## config.mk

```make
export PLATFORM = sky130hd
export DESIGN_NAME = piece_eliminator
export DESIGN_NICKNAME = d
export VERILOG_FILES = /design/src/rtl/game_pkg.sv /design/src/rtl/piece_fifo.sv /design/src/rtl/piece_eliminator.sv
export SDC_FILE = /design/constraint.sdc
export NUM_CORES = 1
export LEC_CHECK = 0
export ABC_AREA = 1
export BUFFER_PORTS_ARGS = -buffer_cell sky130_fd_sc_hd__buf_2
export CAP_MARGIN = 20
export CELL_PAD_IN_SITES_DETAIL_PLACEMENT = 0
export CELL_PAD_IN_SITES_GLOBAL_PLACEMENT = 1
export CORE_UTILIZATION = 32
export CTS_CLUSTER_SIZE = 25
export DETAILED_ROUTE_END_ITERATION = 8
export PLACE_DENSITY = 0.66
export SLEW_MARGIN = 10
export SYNTH_ARGS = -nofsm -noshare
export SYNTH_HDL_FRONTEND = slang
export SYNTH_SLANG_ARGS = --single-unit
```

## constraint.sdc

```tcl
create_clock -name clk -period 2.4 [get_ports clk]
set_input_delay 0.24 -clock clk [delete_from_list [all_inputs] [get_ports clk]]
set_output_delay 0.24 -clock clk [all_outputs]
set_load 0.02 [all_outputs]
```

## src/rtl/game_pkg.sv

```systemverilog
// Shared types and constants for the three-piece tic-tac-toe board logic.
// Cell codes, board geometry, win-line table and the line-detection helper.
package game_pkg;

  localparam int NUM_CELLS  = 9;
  localparam int MAX_PIECES = 3;

  typedef logic [1:0] cell_t;
  typedef cell_t [NUM_CELLS-1:0] board_t;
  typedef enum logic {PLAYER_X = 1'b0, PLAYER_O = 1'b1} player_t;

  localparam cell_t CELL_EMPTY = 2'b00;
  localparam cell_t CELL_X     = 2'b10;
  localparam cell_t CELL_O     = 2'b01;

  // Rows, columns, then the two diagonals; each entry is a triple of cell indices.
  localparam logic [7:0][2:0][3:0] WIN_LINES = {
    {4'd2, 4'd4, 4'd6},
    {4'd0, 4'd4, 4'd8},
    {4'd2, 4'd5, 4'd8},
    {4'd1, 4'd4, 4'd7},
    {4'd0, 4'd3, 4'd6},
    {4'd6, 4'd7, 4'd8},
    {4'd3, 4'd4, 4'd5},
    {4'd0, 4'd1, 4'd2}
  };

  function automatic cell_t player_code(input player_t p);
    return (p == PLAYER_O) ? CELL_O : CELL_X;
  endfunction

  function automatic logic has_line(input board_t b, input cell_t code);
    logic hit;
    hit = 1'b0;
    for (int l = 0; l < 8; l++) begin
      if (b[WIN_LINES[l][0]] == code && b[WIN_LINES[l][1]] == code &&
          b[WIN_LINES[l][2]] == code)
        hit = 1'b1;
    end
    return hit;
  endfunction

endpackage

```

## src/rtl/piece_fifo.sv

```systemverilog
// Circular queue of cell indices for one player's placed pieces; head is the oldest.
// Push and pop in the same cycle keep the count; updates land on the next edge.
module piece_fifo #(
  parameter int DEPTH = 3,
  parameter int IW    = 4,
  localparam int CW   = $clog2(DEPTH + 1),
  localparam int PW   = (DEPTH > 1) ? $clog2(DEPTH) : 1
) (
  input  logic          clk,
  input  logic          rst,
  input  logic          push,
  input  logic [IW-1:0] push_idx,
  input  logic          pop,
  output logic [IW-1:0] head_idx,
  output logic [CW-1:0] count,
  output logic          full
);

  logic [IW-1:0] mem [DEPTH];
  logic [PW-1:0] head;
  logic [PW-1:0] tail;

  function automatic logic [PW-1:0] bump(input logic [PW-1:0] p);
    return (p == PW'(DEPTH - 1)) ? '0 : p + PW'(1);
  endfunction

  always_ff @(posedge clk) begin
    if (!rst) begin
      head  <= '0;
      tail  <= '0;
      count <= '0;
      for (int i = 0; i < DEPTH; i++) mem[i] <= '0;
    end else begin
      // When full, tail equals head, so a simultaneous push overwrites the entry being popped.
      if (push) begin
        mem[tail] <= push_idx;
        tail      <= bump(tail);
      end
      if (pop) head <= bump(head);
      case ({push, pop})
        2'b10:   count <= count + CW'(1);
        2'b01:   count <= count - CW'(1);
        default: count <= count;
      endcase
    end
  end

  assign head_idx = mem[head];
  assign full     = (count == CW'(DEPTH));

endmodule

```

## src/rtl/piece_eliminator.sv

```systemverilog
// Board owner: applies committed moves, evicts each player's oldest piece past MAX_PIECES, detects wins.
// One-cycle registered latency; no backpressure, a request may arrive every cycle.
module piece_eliminator #(
  parameter int NUM_CELLS  = game_pkg::NUM_CELLS,
  parameter int MAX_PIECES = game_pkg::MAX_PIECES
) (
  input  logic       clk,
  input  logic       rst,
  input  logic       mv_valid,
  input  logic [3:0] mv_cell,
  input  logic       mv_player,
  output logic [1:0] a0,
  output logic [1:0] a1,
  output logic [1:0] a2,
  output logic [1:0] a3,
  output logic [1:0] a4,
  output logic [1:0] a5,
  output logic [1:0] a6,
  output logic [1:0] a7,
  output logic [1:0] a8,
  output logic       turn,
  output logic       hint_valid,
  output logic [3:0] hint_cell,
  output logic       mv_ack,
  output logic       mv_err,
  output logic [1:0] winner,
  output logic       game_over
);
  import game_pkg::*;

  localparam int CW = $clog2(MAX_PIECES + 1);

  board_t        board;
  board_t        board_nxt;
  player_t       mover;
  cell_t         mover_code;
  logic          cell_ok;
  logic          cell_free;
  logic          accept;
  logic          win;
  logic          push_x, push_o, pop_x, pop_o;
  logic          full_x, full_o;
  logic [3:0]    head_x, head_o;
  logic [CW-1:0] count_x, count_o;
  logic          mover_full;
  logic [3:0]    mover_head;
  logic [CW-1:0] opp_count;
  logic [3:0]    opp_head;

  assign mover      = player_t'(mv_player);
  assign mover_code = player_code(mover);
  assign cell_ok    = (mv_cell < 4'(NUM_CELLS));

  always_comb begin
    cell_free = 1'b0;
    if (cell_ok) cell_free = (board[mv_cell] == CELL_EMPTY);
  end

  // The mover's own oldest piece still blocks its cell: occupancy is judged before eviction.
  assign accept = mv_valid && cell_ok && cell_free && (mv_player == turn) && !game_over;

  assign push_x = accept && (mover == PLAYER_X);
  assign push_o = accept && (mover == PLAYER_O);
  assign pop_x  = push_x && full_x;
  assign pop_o  = push_o && full_o;

  assign mover_full = (mover == PLAYER_O) ? full_o : full_x;
  assign mover_head = (mover == PLAYER_O) ? head_o : head_x;
  assign opp_count  = (mover == PLAYER_O) ? count_x : count_o;
  assign opp_head   = (mover == PLAYER_O) ? head_x : head_o;

  piece_fifo #(.DEPTH(MAX_PIECES), .IW(4)) u_fifo_x (
    .clk(clk), .rst(rst), .push(push_x), .push_idx(mv_cell), .pop(pop_x),
    .head_idx(head_x), .count(count_x), .full(full_x)
  );

  piece_fifo #(.DEPTH(MAX_PIECES), .IW(4)) u_fifo_o (
    .clk(clk), .rst(rst), .push(push_o), .push_idx(mv_cell), .pop(pop_o),
    .head_idx(head_o), .count(count_o), .full(full_o)
  );

  always_comb begin
    board_nxt = board;
    if (accept) begin
      board_nxt[mv_cell] = mover_code;
      if (mover_full) board_nxt[mover_head] = CELL_EMPTY;
    end
  end

  assign win = has_line(board_nxt, mover_code);

  always_ff @(posedge clk) begin
    if (!rst) begin
      board      <= '0;
      turn       <= 1'b0;
      hint_valid <= 1'b0;
      hint_cell  <= 4'd0;
      mv_ack     <= 1'b0;
      mv_err     <= 1'b0;
      winner     <= CELL_EMPTY;
      game_over  <= 1'b0;
    end else begin
      mv_ack <= accept;
      mv_err <= mv_valid && !accept;
      if (accept) begin
        board <= board_nxt;
        turn  <= ~turn;
        // The opponent's queue is untouched by this move, so its state now is its state next cycle.
        hint_valid <= (opp_count == CW'(MAX_PIECES));
        hint_cell  <= (opp_count == CW'(MAX_PIECES)) ? opp_head : 4'd0;
        if (win) begin
          winner    <= mover_code;
          game_over <= 1'b1;
        end
      end
    end
  end

  assign a0 = board[0];
  assign a1 = board[1];
  assign a2 = board[2];
  assign a3 = board[3];
  assign a4 = board[4];
  assign a5 = board[5];
  assign a6 = board[6];
  assign a7 = board[7];
  assign a8 = board[8];

endmodule

```

==> flow_metrics.py, run 1 <==
metrics = {
    "cts": {
        "cts_hold_buf": 0,
        "insertion_delay_ns": 0.35,
        "cts_sinks": 77,
        "cts_tree": "built",
        "cts_max_level": 3,
        "cts.reportedPaths.clkPinSlew_ns": 0.06,
        "cts-root-buf": "clkbuf_16",
        "cts_buffers": 9,
        "cts_buffer_depth": 2,
    },
    "worst_hold_path": {
        "worstHoldPathType": "input pin to flop",
    },
    "yosys": {
        "yosysSeqAreaShare": 0.466,
        "syn_avg_cell_area_um2": 7.31,
        "ys_seq_elements": 77,
        "ys.flop_type": "dfxtp_1",
        "synth_edf_count": 32,
        "async_reset_ff_frac": 0,
        "syn_inst": 547,
        "yosys_warnings": 0,
        "yosysUniqueCellTypes": 37,
        "synth.top_cell.area_share": 0.240,
        "yosys-top-cells-area": "edfxtp_1 24%, dfxtp_1 23%, nand2_1 15%",
        "yosys.area.top_type": "edfxtp_1",
        "synth.cell_area_mm2": 0.00400,
        "syn_nets": 557,
    },
    "placed_design": {
        "dpl.hpwl_um": 9120,
        "place_congestion": 0.845,
        "io_buffer_count": 36,
        "dp_cells": 826,
    },
    "layout": {
        "final_util": 0.461,
        "syn2layout_area_growth_pct": 39.7,
        "fin_nets": 691,
        "drive_gt1_frac": 0.344,
        "stdcell_count": 854,
        "diodes": 0,
        "reg_top3": "u_fifo_o.mem (16), u_fifo_x.mem (16), hint_cell (4)",
    },
    "worst_setup_path": {
        "critPathMaxStageDelay_ns": 0.32,
        "crit_start": "game_over",
        "rr_worst_depth": 18,
        "endpoint": "winner[1]",
        "critPathSlowestCell": "dfxtp_2",
        "rr_startpoint": "game_over",
        "worstSetupPathDepth": 18,
        "r2r-end": "winner[1]",
        "end_kind": "flop",
        "crit_buf_inv": 3,
        "required_ns": 2.68,
        "regToRegSetupSlack_ns": 0.02,
        "critPathMaxFanout": 7,
        "worstSetupPathType": "flop to flop",
        "arrival_ns": 2.66,
        "crit_chain": "inv_2, nand2_2, nand3b_1, a21oi_4, nand2_2, nor2_4, buf_6, buf_6, nand3_4, nand2_4, nand2_4, nand4_1, o21ai_2, a21oi_2, nand3_2, nand3_2, nand2_1, nor2_1",
        "cp-start-kind": "flop",
        "path_delay_family": "simple AND/OR/NAND/NOR gates",
    },
    "pwr": {
        "power.leakage_nw": 2.51,
        "vdd_ir_drop_max_mv": 0.426,
        "p_per_area_mw_per_mm2": 545,
    },
    "detailed_routing": {
        "firstDrtPassIters": 7,
        "detail-route-antenna-nets": 0,
        "drtIter0Drc": 169,
        "via_per_inst": 4.64,
        "wl_um": 12100,
        "vias": 3962,
        "post_drt_wl_per_cell_um": 14.1,
        "drt_drc_violations_left": 0,
    },
    "flow_run": {
        "cap_violations": 0,
    },
    "timing": {
        "setup_viol": 0,
        "min_period_over_period": 0.993,
        "hold_violations": 0,
        "setup_tns_ns": 0,
        "worst_pin_slew_ns": 0.367,
        "slew_viol_final": 0,
        "rsz0062_at_grt": "true",
        "max-slew-margin-rel": 0.753,
        "fin_crit_ns": 2.38,
        "finClkSkew_ns": 0.00726,
        "timing.fmax_ghz": 0.420,
    },
    "global_route": {
        "antenna_found_initial": 0,
        "grt_max_degree": 21,
        "grt_pass1_wl_um": 19600,
        "grt_pass1_vias": 3922,
        "grt.overflow.total": 0,
        "grt_usage": 0.202,
    },
    "floorplanning": {
        "start_util": 0.330,
        "core-area_mm2": 0.0121,
        "die_h_um": 114,
        "die_w_um": 114,
        "rows": 40,
        "dieArea_mm2": 0.0129,
        "ioPinCount": 37,
    },
    "outcome": {
        "status": "finished, final reports clean",
    },
}
-- cells by family after synthesis --
kind of cell               share of synthesized area
DFF                                            0.466
buffers and inverters                         0.0720
and+or+nand+nor                                0.366
AOI/OAI and AO/OA                             0.0905
adders and majority gates                    0.00626
-- cell type report --
type	count	area (µm²)
multi-input combinational	405	2060
fill	1262	6530
tap	168	210
clock buffer	9	225
clock inverter	7	65.1
sequential	77	1870
inverter	49	186
timing repair buffer	139	965
-- routing by layer --
metal  GRT usage  vias up  wire length, µm  share of wire
met5           0        -                0              0
met4      0.0649        0              170          0.014
met3      0.0388       11              543          0.045
met2       0.324       61             5540           0.46
met1       0.274     1836             5810           0.48
li1            -     2054                -              -
-- timing repair --
action	CTS	global route
setup buffers	9	3
resized for setup	29	38
pin swaps	11	13
endpoints found under the hold margin	0	0
endpoints found under the setup margin	3	37
-- per-stage QoR --
step	setup slack [ns]	hold WS [ns]	power, mW	cell area, µm²
after CTS	0.00576	0.119	3.07	5420
final	0.0179	0.129	3.05	5590
after global routing	-0.215	0.149	3.16	5590
after global placement	-0.304	0.453	1.71	4970
after detailed placement	-0.276	0.463	1.71	4970
after floorplan	0.0174	0.339	1.58	4000
-- cell usage after synthesis (3+ instances only) --
cell      instances
nand2_1         160
nor2_1           94
nand3_1          57
dfxtp_1          45
inv_1            41
edfxtp_1         32
a21oi_1          27
o21ai_0          15
nand2_2           9
inv_2             8
clkbuf_1          6
nand3_2           5
buf_2             4
nand4_1           4
nor3_1            4
o21ai_1           4
a21oi_2           3
o21bai_1          3
-- worst min path at each step --
| stage | start | endpoint | slack [ns] | cells after the start |
|---|---|---|---|---|
| after floorplan | mv_cell[0] | u_fifo_o.mem[3][0] | 0.34 | 0 |
| after global routing | mv_valid | mv_err | 0.15 | 3 |
| after global placement | hint_valid | hint_valid | 0.45 | 2 |
| after detailed placement | winner[0] | winner[0] | 0.46 | 2 |
| after CTS | mv_valid | mv_err | 0.12 | 3 |
| final | mv_valid | mv_err | 0.13 | 3 |
-- where the power goes --
part	switching (mW)	internal [mW]	leakage (nW)
clock	0.601	0.725	0.140
sequential	0.0120	1.38	0.687
combinational	0.199	0.124	1.69
-- worst reg2reg max path, cell delays in order (launching register included) --
cell	delay, ns
dfxtp_2	0.32
inv_2	0.06
nand2_2	0.06
nand3b_1	0.19
a21oi_4	0.21
nand2_2	0.10
nor2_4	0.21
buf_6	0.17
buf_6	0.10
nand3_4	0.07
nand2_4	0.09
nand2_4	0.05
nand4_1	0.08
o21ai_2	0.07
a21oi_2	0.16
nand3_2	0.12
nand3_2	0.10
nand2_1	0.06
nor2_1	0.10
-- placed cells by master (no fill, tap or decap), drive strengths merged, types with 2 or more instances in the layout --
cell type | synthesis | final
nand2 | 169 | 169
buf | 10 | 139
nor2 | 97 | 97
nand3 | 63 | 63
inv | 49 | 53
dfxtp | 45 | 45
edfxtp | 32 | 32
a21oi | 30 | 30
o21ai | 19 | 19
clkbuf | 6 | 9
nor3 | 5 | 5
nand4 | 4 | 4
o21bai | 4 | 4
o31ai | 2 | 2
o211a | 2 | 2
o21a | 2 | 2
clkinv | 0 | 2
ha | 2 | 2
Note: power is estimated with default switching activity, not from simulation.
==> run 2: changes to the inputs <==
- ABC_AREA: 1 -> unset
- PLACE_DENSITY: 0.66 -> 0.63
==> run 2 against run 1 <==
  * The run now ends with setup timing left
  * Power shrank 2.9%
  * Critical path depth fell by 9
  * Clock power fell by 11%
  * Design area up 13%
==> flow_metrics.py, run 2 <==
metrics = {
    "outcome": {
        "status": "complete, but fails checks",
        "violations": "setup timing",
    },
    "worst_setup_path": {
        "critPathMaxFanout": 3,
        "path_delay_family": "compound AO/OA/AOI/OAI gates",
        "arrival_ns": 3.29,
        "worstSetupPathType": "flop to flop",
        "crit_chain": "mux2_4, or4b_4, a41o_1, or3_4, a21o_1, a221o_1, a2111oi_4, buf_4, mux2i_1",
        "end_kind": "flop",
        "cp-start-kind": "flop",
        "required_ns": 2.67,
        "regToRegSetupSlack_ns": -0.62,
        "critPathSlowestCell": "or4b_4",
        "crit_buf_inv": 1,
        "critPathMaxStageDelay_ns": 0.52,
    },
    "global_route": {
        "met1_usage": 0.265,
        "grt_pass1_wl_um": 21100,
        "grt_max_degree": 19,
        "met3_usage": 0.0407,
        "grt_pass1_vias": 4019,
        "antenna_found_initial": 0,
        "grt_usage": 0.197,
        "busiest_layer": "met2",
        "grt_use_met2": 0.317,
        "grt.overflow.total": 0,
    },
    "pwr": {
        "p_per_area_mw_per_mm2": 468,
        "clockPowerShare": 0.402,
        "vdd_ir_drop_max_mv": 0.377,
        "p_int_mw": 2.23,
        "p_total_mw": 2.96,
        "power.leakage_nw": 2.49,
        "p_seq_frac": 0.473,
        "switchingPower_uw": 725,
        "p_sw_frac": 0.245,
        "comb_power_share": 0.125,
    },
    "cts": {
        "cts_tree": "built",
        "cts_sinks": 77,
        "insertion_delay_ns": 0.34,
        "cts_max_level": 3,
        "cts_buffer_depth": 2,
        "cts-root-buf": "clkbuf_16",
        "cts_buffers": 9,
        "cts.reportedPaths.clkPinSlew_ns": 0.06,
        "cts_hold_buf": 0,
    },
    "detailed_routing": {
        "vias": 4191,
        "wl_um": 13700,
        "post_drt_wl_per_cell_um": 17.0,
        "drtIter0Drc": 273,
        "via_per_inst": 5.21,
        "detail-route-antenna-nets": 0,
        "drt_drc_violations_left": 0,
        "firstDrtPassIters": 5,
    },
    "layout": {
        "mostFrequentLayoutCell": "buf_4",
        "final_util": 0.493,
        "fillers": 1217,
        "multi_input_area_mm2": 0.00263,
        "syn2layout_area_growth_pct": 47.7,
        "regArea_mm2": 0.00187,
        "design_area_mm2": 0.00632,
        "drive_gt1_frac": 0.423,
        "reg_top3": "u_fifo_o.mem (16), u_fifo_x.mem (16), hint_cell (4)",
        "fin_nets": 638,
        "diodes": 0,
        "final_cell_mix": "120 x buf_4, 42 x dfxtp_1, 41 x nand2_1",
    },
    "timing": {
        "worst_pin_slew_ns": 0.519,
        "finClkSkew_ns": 0.00423,
        "hold_violations": 0,
        "setup_ws_ns": -0.618,
        "max-slew-margin-rel": 0.654,
        "slew_viol_final": 0,
        "setup_viol": 13,
        "min_period_over_period": 1.26,
        "rsz0062_at_grt": "true",
        "setup_tns_ns": -3.24,
        "fin_crit_ns": 3.02,
        "timing.fmax_ghz": 0.331,
    },
    "flow_run": {
        "cap_violations": 0,
    },
    "worst_hold_path": {
        "hp-start": "mv_valid",
        "worstHoldPathType": "input pin to flop",
    },
    "floorplanning": {
        "ioPinCount": 37,
        "die_h_um": 118,
        "dieArea_mm2": 0.0139,
        "core-area_mm2": 0.0128,
        "die_w_um": 118,
        "start_util": 0.334,
        "rows": 41,
    },
    "yosys": {
        "syn_avg_cell_area_um2": 9.15,
        "yosys.area.top_type": "edfxtp_1",
        "synth.top_cell.area_share": 0.224,
        "ys_seq_elements": 77,
        "yosys-top-cells-area": "edfxtp_1 22%, dfxtp_1 21%, nand2_1 4.2%",
        "syn_nets": 478,
        "yosys_warnings": 0,
        "ys.flop_type": "dfxtp_1",
        "async_reset_ff_frac": 0,
        "synth_common_cells": "48 x nand2_1, 48 x nor2_1, 45 x dfxtp_1",
        "yosysSeqAreaShare": 0.435,
        "syn_inst": 468,
        "yosysUniqueCellTypes": 67,
        "synth.cell_area_mm2": 0.00428,
        "synth_edf_count": 32,
    },
    "placed_design": {
        "place_congestion": 0.877,
        "place_area_mm2": 0.00554,
        "dpl.hpwl_um": 10100,
        "io_buffer_count": 36,
    },
}
-- run 2: power by group through the flow --
stage | registers (mW) | clock network (mW) | logic (mW)
after floorplan | 1.43 | 0 | 0.152
after global placement | 1.43 | 0 | 0.316
after detailed placement | 1.43 | 0 | 0.318
after CTS | 1.40 | 1.21 | 0.342
after global routing | 1.40 | 1.26 | 0.396
final | 1.40 | 1.19 | 0.369
-- run 2: kinds of logic (layout without fill, tap and decap cells) --
logic type	Yosys count	in the layout	share of synthesized area
AND/OR/NAND/NOR	215	215	0.262
AO/OA/AOI/OAI	102	102	0.169
flip-flops	77	77	0.435
buffers and inverters	38	203	0.0371
multiplexers	31	31	0.0853
XOR/XNOR	3	3	0.00614
adder cells (fa/ha/maj)	2	2	0.00584
-- run 2: timing repair --
| item | CTS | global route |
|---|---|---|
| pin swaps | 25 | 23 |
| setup buffers | 8 | 11 |
| hold endpoints to repair | 0 | 0 |
| resized for setup | 54 | 47 |
| setup endpoints to repair | 81 | 92 |
-- run 2: routing by layer --
metal  part of all wire  up-vias
li1                   -     2033
met1               0.46     2016
met2               0.47      126
met3              0.056       16
met4              0.014        0
met5                  0        -
-- run 2: final timing paths --
check                               endpoint  depth (start not counted)
worst max register to register     winner[1]                          9
worst min-delay path                  mv_err                          2
worst max-delay path               winner[1]                          9
worst min register to register  hint_cell[3]                          2
-- run 2: area by class of cell --
type | count | share of cell area
clock inverters | 6 | 0.00475
clock buffers | 10 | 0.0362
well taps | 172 | 0.0340
repair buffers | 175 | 0.206
multi-input cells | 353 | 0.416
flip-flops and latches | 77 | 0.295
inverters | 12 | 0.00712
-- run 2: metrics by stage --
stage	hold slack, ns	instances	worst slack (ns)
6_report	0.143	805	-0.618
5_1_grt	0.136	805	-0.705
4_1_cts	0.137	796	-0.603
3_5_place_dp	0.446	774	-0.619
3_3_place_gp	0.440	774	-0.573
2_1_floorplan	0.339	468	-0.516
